## src/rtl/amo_bus_master_pkg.sv

```systemverilog
// Shared atomic-bus definitions: LR/SC funct5 codes, initiator state encoding
// and request-decoding helpers used by amo_bus_master.
package amo_bus_master_pkg;

  localparam logic [4:0] FUNCT5_LR = 5'b00010;
  localparam logic [4:0] FUNCT5_SC = 5'b00011;

  localparam logic [3:0] BYTE_EN_WORD = 4'b1111;

  typedef enum logic [1:0] {
    ST_IDLE = 2'd0,
    ST_BUSY = 2'd1,
    ST_RESP = 2'd2
  } bus_state_t;

  // LR is the only atomic that does not write; SC and every AMO do.
  function automatic logic req_wr_en(input logic       atomic,
                                     input logic       wr,
                                     input logic [6:0] operation);
    if (atomic) begin
      return (operation[6:2] != FUNCT5_LR);
    end
    return wr;
  endfunction

  function automatic logic req_misaligned(input logic        atomic,
                                          input logic [31:0] addr);
    return atomic && (addr[1:0] != 2'b00);
  endfunction

  function automatic logic [3:0] req_byte_en(input logic       atomic,
                                             input logic [3:0] byte_en);
    return atomic ? BYTE_EN_WORD : byte_en;
  endfunction

endpackage

```

## src/rtl/amo_bus_master_bus_watchdog.sv

```systemverilog
// Cycle counter that flags a hung bus transaction; expires on the
// TIMEOUT_CYCLES-th enabled cycle after clear. TIMEOUT_CYCLES=0 disables it.
module bus_watchdog #(
  parameter int unsigned TIMEOUT_CYCLES = 64
) (
  input  logic i_clk,
  input  logic i_rst,
  input  logic i_clear,
  input  logic i_enable,
  output logic o_expire
);

  generate
    if (TIMEOUT_CYCLES > 0) begin : g_active
      localparam int unsigned CNT_W = (TIMEOUT_CYCLES > 1) ? $clog2(TIMEOUT_CYCLES) : 1;
      localparam logic [CNT_W-1:0] LAST = CNT_W'(TIMEOUT_CYCLES - 1);

      logic [CNT_W-1:0] r_count;

      always_ff @(posedge i_clk) begin
        if (i_rst || i_clear) begin
          r_count <= '0;
        end else if (i_enable && (r_count != LAST)) begin
          r_count <= r_count + 1'b1;
        end
      end

      assign o_expire = i_enable && (r_count == LAST);
    end else begin : g_disabled
      logic w_unused;
      assign w_unused = ^{i_clk, i_rst, i_clear, i_enable};
      assign o_expire = 1'b0;
    end
  endgenerate

endmodule

```

## src/rtl/amo_bus_master.sv

```systemverilog
// Per-hart initiator for the atomic-capable data bus: registers one
// load/store/LR/SC/AMO request, holds it until ack and returns the result.
module amo_bus_master
  import amo_bus_master_pkg::*;
#(
  parameter int unsigned N_IDS          = 1,
  parameter int unsigned HART_ID        = 0,
  parameter int unsigned TIMEOUT_CYCLES = 64
) (
  input  logic        i_clk,
  input  logic        i_rst,
  input  logic        i_req,
  input  logic        i_wr,
  input  logic        i_atomic,
  input  logic [6:0]  i_operation,
  input  logic [31:0] i_addr,
  input  logic [31:0] i_wr_data,
  input  logic [3:0]  i_byte_en,
  output logic        o_stall,
  output logic        o_done,
  output logic [31:0] o_rd_data,
  output logic        o_misaligned,
  output logic        o_timeout,
  output logic        o_bus_en,
  output logic        o_wr_en,
  output logic        o_atomic,
  output logic [31:0] o_wr_data,
  output logic [31:0] o_addr,
  output logic [3:0]  o_byte_en,
  output logic [6:0]  o_operation,
  output logic [((N_IDS > 1) ? $clog2(N_IDS) : 1)-1:0] o_id,
  input  logic        i_ack,
  input  logic [31:0] i_rd_data
);

  localparam int unsigned ID_W = (N_IDS > 1) ? $clog2(N_IDS) : 1;

  bus_state_t  r_state;
  logic        r_bus_en;
  logic        r_wr_en;
  logic        r_atomic;
  logic [31:0] r_addr;
  logic [31:0] r_wr_data;
  logic [3:0]  r_byte_en;
  logic [6:0]  r_operation;
  logic [31:0] r_rd_data;
  logic        r_done;
  logic        r_misaligned;
  logic        r_timeout;

  logic w_accept;
  logic w_wd_enable;
  logic w_wd_expire;

  assign w_accept    = (r_state == ST_IDLE) && i_req;
  assign w_wd_enable = (r_state == ST_BUSY) && !i_ack;

  bus_watchdog #(
    .TIMEOUT_CYCLES(TIMEOUT_CYCLES)
  ) u_watchdog (
    .i_clk   (i_clk),
    .i_rst   (i_rst),
    .i_clear (w_accept),
    .i_enable(w_wd_enable),
    .o_expire(w_wd_expire)
  );

  always_ff @(posedge i_clk) begin
    if (i_rst) begin
      r_state      <= ST_IDLE;
      r_bus_en     <= 1'b0;
      r_wr_en      <= 1'b0;
      r_atomic     <= 1'b0;
      r_addr       <= '0;
      r_wr_data    <= '0;
      r_byte_en    <= '0;
      r_operation  <= '0;
      r_rd_data    <= '0;
      r_done       <= 1'b0;
      r_misaligned <= 1'b0;
      r_timeout    <= 1'b0;
    end else begin
      // Completion flags are single-cycle pulses; only the RESP entry sets them.
      r_done       <= 1'b0;
      r_misaligned <= 1'b0;
      r_timeout    <= 1'b0;

      unique case (r_state)
        ST_IDLE: begin
          if (i_req) begin
            if (req_misaligned(i_atomic, i_addr)) begin
              r_state      <= ST_RESP;
              r_done       <= 1'b1;
              r_misaligned <= 1'b1;
            end else begin
              r_state     <= ST_BUSY;
              r_bus_en    <= 1'b1;
              r_wr_en     <= req_wr_en(i_atomic, i_wr, i_operation);
              r_atomic    <= i_atomic;
              r_addr      <= i_addr;
              r_wr_data   <= i_wr_data;
              r_byte_en   <= req_byte_en(i_atomic, i_byte_en);
              r_operation <= i_operation;
            end
          end
        end

        ST_BUSY: begin
          // Ack in the expiry cycle takes priority over the watchdog.
          if (i_ack) begin
            r_state   <= ST_RESP;
            r_bus_en  <= 1'b0;
            r_rd_data <= i_rd_data;
            r_done    <= 1'b1;
          end else if (w_wd_expire) begin
            r_state   <= ST_RESP;
            r_bus_en  <= 1'b0;
            r_timeout <= 1'b1;
            r_done    <= 1'b1;
          end
        end

        ST_RESP: begin
          r_state <= ST_IDLE;
        end

        default: begin
          r_state  <= ST_IDLE;
          r_bus_en <= 1'b0;
        end
      endcase
    end
  end

  // The controller re-samples o_bus_en during the ack cycle, so drop it there.
  assign o_bus_en     = r_bus_en && !i_ack;
  assign o_stall      = i_req && !r_done;
  assign o_done       = r_done;
  assign o_rd_data    = r_rd_data;
  assign o_misaligned = r_misaligned;
  assign o_timeout    = r_timeout;
  assign o_wr_en      = r_wr_en;
  assign o_atomic     = r_atomic;
  assign o_wr_data    = r_wr_data;
  assign o_addr       = r_addr;
  assign o_byte_en    = r_byte_en;
  assign o_operation  = r_operation;
  assign o_id         = ID_W'(HART_ID);

endmodule

```

## config.mk

```make
export PLATFORM = sky130hd
export DESIGN_NAME = amo_bus_master
export DESIGN_NICKNAME = d
export VERILOG_FILES = /design/src/rtl/amo_bus_master_pkg.sv /design/src/rtl/amo_bus_master_bus_watchdog.sv /design/src/rtl/amo_bus_master.sv
export SDC_FILE = /design/constraint.sdc
export NUM_CORES = 1
export LEC_CHECK = 0
export CAP_MARGIN = 20
export CORE_ASPECT_RATIO = 0.9
export CORE_UTILIZATION = 25
export DETAILED_ROUTE_END_ITERATION = 10
export GPL_TIMING_DRIVEN = 0
export PLACE_DENSITY = 0.69
export SYNTH_ARGS = -nofsm -noshare
export SYNTH_HDL_FRONTEND = slang
export SYNTH_SLANG_ARGS = --single-unit
```

## constraint.sdc

```tcl
create_clock -name i_clk -period 1.45 [get_ports i_clk]
set_input_delay 0.29 -clock i_clk [delete_from_list [all_inputs] [get_ports i_clk]]
set_output_delay 0.29 -clock i_clk [all_outputs]
set_load 0.02 [all_outputs]
```

==> results.yml <==
setup_path:
  crit_chain: "or3b_4 > nor2_4 > buf_12 > buf_12 > nand2_2 > a21oi_2"
  crit_slowest_cell: "or3b_4"
  crit_type: "reg -> reg"
  slowest_delay_ns: 0.41
  critPathBufInv: 2
  cp.required_ns: 1.79
  crit_arrival_ns: 1.87
  start_kind: "register"
  cp_common_cell: "buf_12"
  path_max_fanout: 6
  rrSetupSlack_ns: -0.09
  crit_family: "simple AND/OR/NAND/NOR gates"
  cp-end-kind: "register"
die:
  start_util_pct: 25.6
  core_mm2: 0.0168
  dieArea_mm2: 0.0178
  rows: 45
  die_x_um: 140
  die_h_um: 127
  ios: 228
grt:
  grt_use_total_pct: 17.0
  grt_pass1_vias: 4314
  grt_max_degree: 17
  overflow: 0
  grt_antenna_before_repair: 1
  grt_pass1_wl_mm: 23.1
logic_synthesis:
  synth_compound_area_share_pct: 14.9
  yosys-mux-area-fraction_pct: 0.232
  synth_area_mm2: 0.00431
  syn_avg_cell_area_um2: 8.11
  synth_xor_area_share_pct: 0.407
  synth_nets: 645
  synth_cells: 531
  synth_top_family_by_area: "simple AND/OR/NAND/NOR gates"
  ys_warn_count: 0
  synthAdderAreaFrac_pct: 0.290
  yosysSeqAreaShare_pct: 56.2
  synthSimpleGateAreaFrac_pct: 23.4
  synth-seq-cells: 121
  yosysUniqueCellTypes: 35
clock_tree:
  cts_num_sinks: 121
  cts_tree: "done"
  cts_buffers: 17
  cts_buffer_depth: 2
  cts_root_buffer: "clkbuf_16"
  cts.htree.levels: 4
  clk_latency_ns: 0.41
  clkTransAtPathRegs_ns: 0.05
drt:
  routedWlPerCell_um: 14.8
  drt-total-wl_mm: 15.1
  drt_first_pass_iters: 4
  viasPerCell: 4.43
  drc: 0
  drtAntennaViolNets: 0
  first_iter_violations: 136
  vias: 4517
run:
  maxCapViolCount: 0
placement:
  io_buffers: 225
  dp_slack_ns: -0.953
  hpwlAfterDp_mm: 9.81
  gp_congestion: 0.726
cells_and_area:
  post-route-util_pct: 49.2
  nNetsFinal: 909
  syn_to_final_growth_pct: 92.3
  final_common_cell: "nand2_1"
  layout_common_cells: "nand2_1 (160), dfxtp_1 (116), clkdlybuf4s50_1 (109)"
  layout-drive-gt1-share_pct: 23.6
sta:
  post-route-min-period_ns: 1.54
  timing.fmax_mhz: 651
  worstMarginPinSlew_ns: 0.709
  final_max_slew_viol_count: 0
  finalCritPeriodShare_pct: 106
  setup_viol: 74
  maxSlewHeadroom_pct: 52.8
  clock_skew_ns: 0.00493
  fin_ws_ns: -0.0867
  hold_viol: 0
  rsz0062_at_grt: "true"
pwr:
  powerDensity_mw_per_mm2: 1190
  p_leak_nw: 3.60
  vdd_drop_max_mv: 0.921
worst_hold_path:
  hold_class: "in -> reg"
outcome:
  violations: "setup timing"
  status: "finished with violations"
## worst paths after layout
path / start / endpoint / depth (start not counted)
max: r_state[1] / o_addr[8] / 6
min: i_rd_data[8] / o_rd_data[8] / 3
max reg2reg: r_state[1] / o_addr[8] / 6
min reg2reg: o_rd_data[30] / o_rd_data[30] / 2
## state kept, by name, summed over array words and instances, names as in the netlist, 2 cells and up
signal / flops
o_wr_data: 32
o_operation: 7
o_byte_en: 4
o_addr: 32
u_watchdog.g_active.r_count: 6
r_state: 2
o_rd_data: 32
## cell usage after synthesis
cell	n	area [um2]
nand4_1	1	6.26
nand3b_1	2	15.0
o21a_1	1	7.51
nor3_1	4	20.0
dfxtp_1	121	2420
o21ai_0	3	15.0
nor4b_1	2	17.5
mux2i_1	1	10.0
nor3b_2	1	12.5
buf_2	5	25.0
nand2b_1	2	12.5
a22oi_1	2	15.0
and3_1	1	6.26
o211ai_1	2	15.0
a21oi_1	106	531
clkbuf_1	24	90.1
buf_6	6	67.6
o22ai_1	4	25.0
nor2b_1	4	25.0
nor3b_1	1	7.51
nand3_1	1	5.00
nor2_4	1	11.3
buf_4	1	7.51
nand2_1	207	777
or3b_4	1	11.3
or4_1	1	7.51
xor2_1	2	17.5
ha_1	1	12.5
a211oi_1	3	22.5
o21ai_1	1	5.00
and2_1	1	6.26
nand4bb_1	1	11.3
o31ai_1	1	7.51
conb_1	1	3.75
nor2_1	15	56.3
## cell families after synthesis
family	Yosys count
flops	121
other cells	1
xor+xnor	2
fa+ha+maj	1
mux	1
compound gates	123
simple gates	246
buf+inv	36
## routing by layer
layer	global-route usage, %	vias up	part of all wire [%]	wire, um
met5	0	-	0	0
met4	5.43	0	1.0	153
met3	6.15	13	6.7	1010
met2	28.5	135	49	7440
met1	20.2	2097	43	6540
li1	-	2272	-	-
## layout make-up
| cell class | count | area [um2] |
|---|---|---|
| diodes | 1 | 2.50 |
| well taps | 211 | 264 |
| repair buffers | 246 | 2390 |
| flip-flops and latches | 121 | 2430 |
| clock buffers | 20 | 457 |
| plain buffers | 35 | 285 |
| multi-input cells | 374 | 2260 |
| clock inverters | 12 | 196 |
| fillers | 1596 | 8550 |
## metrics by stage
stage               TNS [ns]  area (um2)  total power, mW  std cells  hold WS (ns)
floorplan                  0        4310             4.24        531         0.426
global route           -9.16        8280             10.3       1020         0.416
CTS                    -9.92        8030             9.96       1025         0.403
detailed placement    -78.59        6820             5.02        967         0.445
finish                 -4.26        8280             9.89       1020         0.422
global placement      -78.89        6820             5.01        967         0.441
## where the power goes
part	total (mW)	leakage [nW]	switching [mW]	internal, mW
clock	4.67	0.312	1.54	3.13
combinational	1.64	2.30	0.846	0.796
sequential	3.57	0.989	0.0793	3.49
total	9.89	3.60	2.47	7.42
## worst min-delay path: stages
cell             delay (ns)
clkdlybuf4s50_1        0.39
nand2_1                0.05
a21oi_1                0.05
## timing repair
item	CTS	global route
buffers inserted	17	4
pin swaps	22	76
setup endpoints to repair	224	123
cloned	9	0
endpoints found under the hold margin	0	0
hold buffers	0	0
gates resized for setup	202	152
Power figures use the tool's default switching activity.
